File: config.mk
export PLATFORM = sky130hd
export DESIGN_NAME = debug_dump_uart
export DESIGN_NICKNAME = d
export VERILOG_FILES = /design/src/rtl/debug_dump_uart.sv
export SDC_FILE = /design/constraint.sdc
export NUM_CORES = 1
export LEC_CHECK = 0
export CELL_PAD_IN_SITES_DETAIL_PLACEMENT = 1
export CELL_PAD_IN_SITES_GLOBAL_PLACEMENT = 2
export CORE_UTILIZATION = 36
export DETAILED_ROUTE_END_ITERATION = 8
export PLACE_DENSITY_LB_ADDON = 0.1
export SKIP_CTS_REPAIR_TIMING = 1
export SYNTH_ARGS = -nofsm -noshare
export SYNTH_HDL_FRONTEND = slang
export SYNTH_SLANG_ARGS = --single-unit
File: constraint.sdc
create_clock -name clk -period 4 [get_ports clk]
set_input_delay 0.4 -clock clk [delete_from_list [all_inputs] [get_ports clk]]
set_output_delay 0.4 -clock clk [all_outputs]
set_load 0.02 [all_outputs]
File: src/rtl/debug_dump_uart.sv
// Debug-bus snapshot dumper: on trigger, streams a 133-byte frame (sync, PC, x0..x31)
// out of an 8N1 UART transmitter, pulling each register word from the core debug bus.
module debug_dump_uart #(
  parameter int unsigned CLKS_PER_BIT = 868
) (
  input  logic        clk,
  input  logic        rst_n,
  input  logic        trigger,
  input  logic [31:0] dbg_pc,
  input  logic [31:0] dbg_reg_data,
  output logic [4:0]  dbg_reg_sel,
  output logic        uart_tx,
  output logic        busy
);

  localparam logic [15:0] BitLast  = 16'(CLKS_PER_BIT - 1);
  localparam logic [7:0]  ByteLast = 8'd132;
  localparam logic [7:0]  SyncByte = 8'hA5;

  typedef enum logic [1:0] {StIdle, StStart, StData, StStop} state_e;

  state_e      state_q, state_d;
  logic [15:0] cnt_q, cnt_d;
  logic [3:0]  bit_q, bit_d;
  logic [7:0]  byte_q, byte_d;
  logic [31:0] pc_q, pc_d;
  logic [31:0] word_q, word_d;
  logic [4:0]  sel_q, sel_d;
  logic        tx_q, tx_d;

  logic        bit_end;
  logic [7:0]  next_byte;
  logic [1:0]  lane;
  logic [31:0] src_word;
  logic [7:0]  cur_byte;

  // Bytes 4, 8, ..., 128 are the last byte of a word whose successor is a register.
  function automatic logic is_word_end(input logic [7:0] b);
    return (b[1:0] == 2'd0) && (b >= 8'd4) && (b <= 8'd128);
  endfunction

  assign bit_end   = (cnt_q == BitLast);
  assign next_byte = byte_q + 8'd1;

  // Byte 1 maps to lane 0 of the PC, byte 5 to lane 0 of x0, and so on.
  always_comb begin
    lane     = byte_q[1:0] - 2'd1;
    src_word = (byte_q <= 8'd4) ? pc_q : word_q;
    cur_byte = SyncByte;
    if (byte_q != 8'd0) begin
      unique case (lane)
        2'd0: cur_byte = src_word[7:0];
        2'd1: cur_byte = src_word[15:8];
        2'd2: cur_byte = src_word[23:16];
        2'd3: cur_byte = src_word[31:24];
        default: cur_byte = src_word[7:0];
      endcase
    end
  end

  always_comb begin
    state_d = state_q;
    cnt_d   = cnt_q;
    bit_d   = bit_q;
    byte_d  = byte_q;
    pc_d    = pc_q;
    word_d  = word_q;
    sel_d   = sel_q;
    tx_d    = tx_q;

    unique case (state_q)
      StIdle: begin
        if (trigger) begin
          state_d = StStart;
          cnt_d   = '0;
          bit_d   = '0;
          byte_d  = '0;
          pc_d    = dbg_pc;
          tx_d    = 1'b0;
        end
      end

      StStart: begin
        if (bit_end) begin
          state_d = StData;
          cnt_d   = '0;
          bit_d   = '0;
          tx_d    = cur_byte[0];
        end else begin
          cnt_d = cnt_q + 16'd1;
        end
      end

      StData: begin
        if (bit_end) begin
          cnt_d = '0;
          if (bit_q == 4'd7) begin
            state_d = StStop;
            tx_d    = 1'b1;
          end else begin
            bit_d = bit_q + 4'd1;
            tx_d  = cur_byte[bit_q[2:0] + 3'd1];
          end
        end else begin
          cnt_d = cnt_q + 16'd1;
        end
      end

      StStop: begin
        // The select was driven a whole byte earlier, so the data is long settled here.
        if ((cnt_q == 16'd0) && is_word_end(byte_q)) begin
          word_d = dbg_reg_data;
        end
        if (bit_end) begin
          cnt_d = '0;
          if (byte_q == ByteLast) begin
            state_d = StIdle;
            tx_d    = 1'b1;
          end else begin
            state_d = StStart;
            byte_d  = next_byte;
            tx_d    = 1'b0;
            if (is_word_end(next_byte)) begin
              sel_d = 5'((next_byte - 8'd4) >> 2);
            end
          end
        end else begin
          cnt_d = cnt_q + 16'd1;
        end
      end

      default: begin
        state_d = StIdle;
        tx_d    = 1'b1;
      end
    endcase
  end

  always_ff @(posedge clk or negedge rst_n) begin
    if (!rst_n) begin
      state_q <= StIdle;
      cnt_q   <= '0;
      bit_q   <= '0;
      byte_q  <= '0;
      pc_q    <= '0;
      word_q  <= '0;
      sel_q   <= '0;
      tx_q    <= 1'b1;
    end else begin
      state_q <= state_d;
      cnt_q   <= cnt_d;
      bit_q   <= bit_d;
      byte_q  <= byte_d;
      pc_q    <= pc_d;
      word_q  <= word_d;
      sel_q   <= sel_d;
      tx_q    <= tx_d;
    end
  end

  assign uart_tx     = tx_q;
  assign busy        = (state_q != StIdle);
  assign dbg_reg_sel = sel_q;

endmodule

==> results of run 1 <==
-- cell families (layout without fill, tap and decap cells) --
logic type	Yosys count	count (layout)	synth area share (%)
AOI/OAI and AO/OA	74	74	10.1
xor gates and xnor gates	21	21	3.51
adders and majority gates	17	17	4.06
buffers and inverters	42	113	3.37
DFF	100	100	47.8
muxes	85	85	18.5
and+or+nand+nor	131	131	12.6
-- path summary, 6_finish.rpt --
kind / startpoint / endpoint / cells after the start
worst min-delay path: rst_n / pc_q[10] / 1
worst min register to register: dbg_reg_sel[2] / dbg_reg_sel[2] / 1
max in group asynchronous: rst_n / pc_q[15] / 2
min in group clk: dbg_reg_sel[2] / dbg_reg_sel[2] / 1
worst max register to register: byte_q[4] / uart_tx / 8
worst max-delay path: byte_q[4] / uart_tx / 8
-- synth_stat cells, drive strengths merged (8+ instances only) --
master	number
clkbuf	19
buf	8
mux2	75
mux2i	8
xnor2	9
a22oi	9
nor3	11
xor2	12
nand3	15
o21ai	21
nand4	8
inv	15
ha	17
nand2	27
nor2	35
dfrtp	99
-- through the flow --
stage / setup slack [ns] / cell area (µm²)
after floorplan: 1.18 / 5230
final: 0.677 / 6450
after CTS: 0.684 / 6450
after global routing: 0.532 / 6450
after global placement: 0.769 / 6140
after detailed placement: 0.698 / 6140
-- flip-flops by register name, summed over array words and instances (netlist names) --
signal       flops
byte_q           8
bit_q            4
pc_q            32
state_q          2
uart_tx          1
dbg_reg_sel      5
word_q          32
cnt_q           16
-- layer usage --
metal / share of wire, % / vias up
li1: - / 1842
met1: 50 / 1936
met2: 46 / 61
met3: 3.6 / 8
met4: 1.2 / 0
met5: 0 / -
-- where the power goes --
| group | internal [W] | switching (W) |
|---|---|---|
| clock | 0.000494 | 0.000409 |
| combinational | 0.000471 | 0.000479 |
| sequential | 0.00122 | 0.000153 |
-- cell type report --
class,count,area share [%]
well taps,180,3.49
clock inverters,6,1.13
repair buffers,82,12.3
multi-input cells,328,39.8
flip-flops and latches,100,38.8
inverters,15,0.873
clock buffers,10,3.55
==> reports/metrics.yaml, run 1 <==
status: "complete, no violations"
yosys_warnings: 0
ioPinCount: 74
fmax_mhz: 301
wirelength_um: 13400
clk_latency_ns: 0.35
period_needed_ns: 3.32
wl_per_cell_um: 18.6
cts_tree: "built"
crit_path_max_fanout: 14
start_kind: "register"
crit_buf_inv: 1
final_cells: 721
max_stage_delay_ns: 0.61
power_w: 0.00322
synth_edf_count: 0
fill_cells: 1521
num_vias: 3847
ys_ff_latch: 100
critPathKind: "register to register"
remaining_drc_errors: 0
r2r_slack_ns: 0.68
synth_nets: 554
die-height_um: 123
synth-async-reset-ratio_pct: 100
synth_cell_types: 57
rsz0062_at_grt: "false"
layout_commonest_cell: "dfrtp_1"
drive_above_1_share_pct: 20.1
syn_inst: 470
ys_seq_area_share_pct: 47.8
worstPathArrival_ns: 3.60
grt_max_degree: 65
finalSetupViolCount: 0
p_per_area_mw_per_mm2: 500
antenna_found_initial: 0
grtUsageMet3_pct: 3.49
ys.flop_type: "dfrtp_1"
drt_pre_antenna_iters: 4
grt_pass1_vias: 4140
diodes: 0
top_usage_layer: "met2"
clk_pin_slew_ns: 0.07
maxCapViolCount: 0
via_per_inst: 5.34
maxSlewViolCount: 0
grt_overflow_total: 0
track_usage_pct: 19.8
gp_congestion: 0.799
io_buffers: 73
synth_area_per_cell_um2: 11.1
floorplan.initialDensity_pct: 37.3
period_share_pct: 83.1
drtIter0Drc: 151
slowest_stage: "or4_4"
synth_top_area_cell: "dfrtp_1"
crit_family: "simple AND/OR/NAND/NOR gates"
clock_path_buffers: 2
cp.required_ns: 4.27
nets: 620
core_mm2: 0.0140
area_growth_pct: 23.2
worstMarginPinSlew_ns: 0.849
grt_pass1_wl_um: 22500
multi_input_area_mm2: 0.00256
min_path_type: "input pin to asynchronous set/reset pin"
root_buffer: "clkbuf_16"
synthTopCellsByArea: "dfrtp_1, mux2_2, ha_1"
cts_made_buffers: 9
post-dp-hpwl_um: 9510
met2_usage_pct: 31.2
worstPathCellList: "or4_4 -> or3_1 -> buf_4 -> mux2_2 -> a211oi_1 -> o31ai_1 -> a2111oi_1 -> o21ai_1"
p_leak_nw: 2.81
regArea_mm2: 0.00250
final_cell_mix: "dfrtp_1, mux2_2, clkdlybuf4s50_1"
synth_top_area_share_pct: 47.3
hold_viol_final: 0
die_w_um: 123
slew_headroom_pct: 43.4
fin_skew_ns: 0.00770
hold-worst-slack_ns: 0.139
dp_cells: 705
dieArea_mm2: 0.0150
ir_drop_mv: 0.231
final_util_pct: 45.9
htree_levels: 3
syn-cell-area_mm2: 0.00523
worstSetupEndpointType: "register"
ant_nets: 0
fin_tns_setup_ns: 0
rows: 43
cts.sinks: 100
use_met1_pct: 27.8
Power figures use the tool's default switching activity.
==> run 2, diff against run 1 <==
CORE_UTILIZATION = 32   (was 36)
clock period = 2.85 ns   (was 4 ns; I/O delays follow)
==> run 2 against run 1 <==
Compared with the run above: sequential power increased by 41%; final area increased by 4.2%; sequential share of layout area decreased by 1.6 points; non-clock buffer count increased by 23; worst setup slack got worse by 0.60 ns; final cell count increased by 8.2%; fmax increased by 20%; critical endpoint unchanged.
==> reports/metrics.yaml, run 2 (synthesized netlist as in run 1, its figures left out) <==
layout_commonest_cell: "dfrtp_1"
root_buffer: "clkbuf_16"
die_w_um: 130  # +6.0%
place_ws_ns: -0.0349  # -0.733 ns
ir_drop_mv: 0.299  # +29%
r2r_slack_ns: 0.08  # -0.60 ns
grt_overflow_total: 0  # unchanged
drt_pre_antenna_iters: 4  # unchanged
period_needed_ns: 2.77  # -0.552 ns
htree_levels: 3  # unchanged
diodes: 0  # unchanged
worstSetupEndpointType: "register"
period_share_pct: 97.2  # +14 points
clock_power_share_pct: 26.5  # -1.5 points
area_growth_pct: 28.4
cts_made_buffers: 9  # unchanged
power_frac_comb_pct: 31.4  # +1.9 points
power_w: 0.00458  # +42%
pwr-share-seq_pct: 42.1  # -0.4 points
clk_latency_ns: 0.36  # about the same
p_sw_w: 0.00153  # +47%
clk_pin_slew_ns: 0.07  # about the same
crit_family: "simple AND/OR/NAND/NOR gates"
start_kind: "register"
maxSlewViolCount: 0  # unchanged
grt_max_degree: 44  # -32%
die-height_um: 130  # +6.0%
clock_path_buffers: 2  # unchanged
fin_skew_ns: 0.00990  # +0.00220 ns
rows: 46  # +7.0%
wirelength_um: 14000  # +4.2%
gp_congestion: 0.777  # -2.8%
dr_wl_met3_um: 500  # +3.7%
grt_pass1_wl_um: 23100  # +2.4%
io_buffers: 73  # unchanged
crit_buf_inv: 0  # -1
final_cells: 780  # +8.2%
grt_pass1_vias: 4167  # +0.65%
worstPathArrival_ns: 3.05  # -0.55 ns
floorplan.initialDensity_pct: 32.8  # -4.4 points
final_cell_mix: "dfrtp_1, mux2_2, clkdlybuf4s50_1"
rsz0062_at_grt: "false"
p_leak_nw: 2.94  # +4.7%
max_stage_delay_ns: 0.54  # -0.07 ns
multi_input_area_mm2: 0.00258  # +0.63%
cts_tree: "built"
dp_cells: 763  # +8.2%
wl_per_cell_um: 17.9  # -3.7%
slowest_stage: "or4_4"
maxCapViolCount: 0  # unchanged
p_int_w: 0.00305  # +40%
drtIter0Drc: 167  # +11%
wl_met1_um: 6680  # +0.24%
min_path_type: "input pin to asynchronous set/reset pin"
status: "complete, no violations"
remaining_drc_errors: 0  # unchanged
slew_headroom_pct: 57.9  # +14 points
top_regs: "pc_q: 32 flops, word_q: 32 flops, cnt_q: 16 flops"
cts.sinks: 100  # unchanged
track_usage_pct: 18.2  # -1.6 points
nets: 643  # +3.7%
fill_cells: 1769  # +16%
setup_ws_ns: 0.0789  # -0.598 ns
hold-worst-slack_ns: 0.473  # +0.334 ns
fmax_mhz: 361  # +20%
finalSetupViolCount: 0  # unchanged
num_vias: 3945  # +2.5%
critPathKind: "register to register"
cp.required_ns: 3.13  # -1.14 ns
met2RoutedLength_um: 6640  # +8.5%
hold_viol_final: 0  # unchanged
p_sw_share_pct: 33.3  # +1.1 points
crit_path_max_fanout: 5  # -9
ioPinCount: 74  # unchanged
dieArea_mm2: 0.0169  # +12%
p_per_area_mw_per_mm2: 681  # +36%
regArea_mm2: 0.00250  # unchanged
highest_layer: "met4"
antenna_found_initial: 0  # unchanged
core_mm2: 0.0159  # +14%
post-dp-hpwl_um: 10300  # +8.4%
ant_nets: 0  # unchanged
worstPathCellList: "or4_4 -> or3_4 -> mux2_1 -> a2111oi_1 -> nor4_1 -> a2111oi_2 -> o21ai_1"
via_per_inst: 5.06  # -5.2%
drive_above_1_share_pct: 23.9  # +3.8 points
worstMarginPinSlew_ns: 0.631  # -0.217 ns
==> run 2: path summary, 6_finish.rpt <==
| kind | from | end | cells after the start |
|---|---|---|---|
| max | byte_q[3] | uart_tx | 7 |
| min | rst_n | pc_q[11] | 2 |
| max reg2reg | byte_q[3] | uart_tx | 7 |
| min reg2reg | word_q[1] | word_q[1] | 1 |
| max in group asynchronous | rst_n | byte_q[7] | 3 |
| min in group clk | word_q[1] | word_q[1] | 1 |
==> run 2: area by class of cell <==
type | count | area share, %
clock buffers | 9 | 3.35
multi-input cells | 328 | 38.4
inverters | 15 | 0.838
clock inverters | 7 | 0.931
well taps | 216 | 4.02
flip-flops and latches | 100 | 37.3
repair buffers | 105 | 15.2
==> run 2: through the flow <==
| stage | area, µm² | util (%) | TNS [ns] |
|---|---|---|---|
| 2_1_floorplan | 5230 | - | 0 |
| 3_3_place_gp | 6400 | 40.2 | 0 |
| 3_5_place_dp | 6400 | 40.2 | -0.0349 |
| 4_1_cts | 6690 | 42.0 | -0.0608 |
| 5_1_grt | 6720 | 42.1 | 0 |
| 6_report | 6720 | 42.1 | 0 |
==> run 2: routing by layer <==
layer | global-route usage (%) | up-vias
met5 | 0 | -
met3 | 3.53 | 10
li1 | - | 1885
met2 | 29.4 | 65
met4 | 5.54 | 0
met1 | 24.7 | 1985
==> run 2: worst register-to-register path, stage by stage (launching register included) <==
cell       delay [ns]
dfrtp_1          0.38
or4_4            0.54
or3_4            0.42
mux2_1           0.35
a2111oi_1        0.41
nor4_1           0.14
a2111oi_2        0.33
o21ai_1          0.11
==> run 2: power groups by stage <==
stage	clock network [W]	logic, W	registers, W
floorplan	0	0.000953	0.00186
global placement	0	0.00140	0.00195
detailed placement	0	0.00146	0.00195
CTS	0.00127	0.00146	0.00193
global route	0.00132	0.00161	0.00196
finish	0.00121	0.00144	0.00193
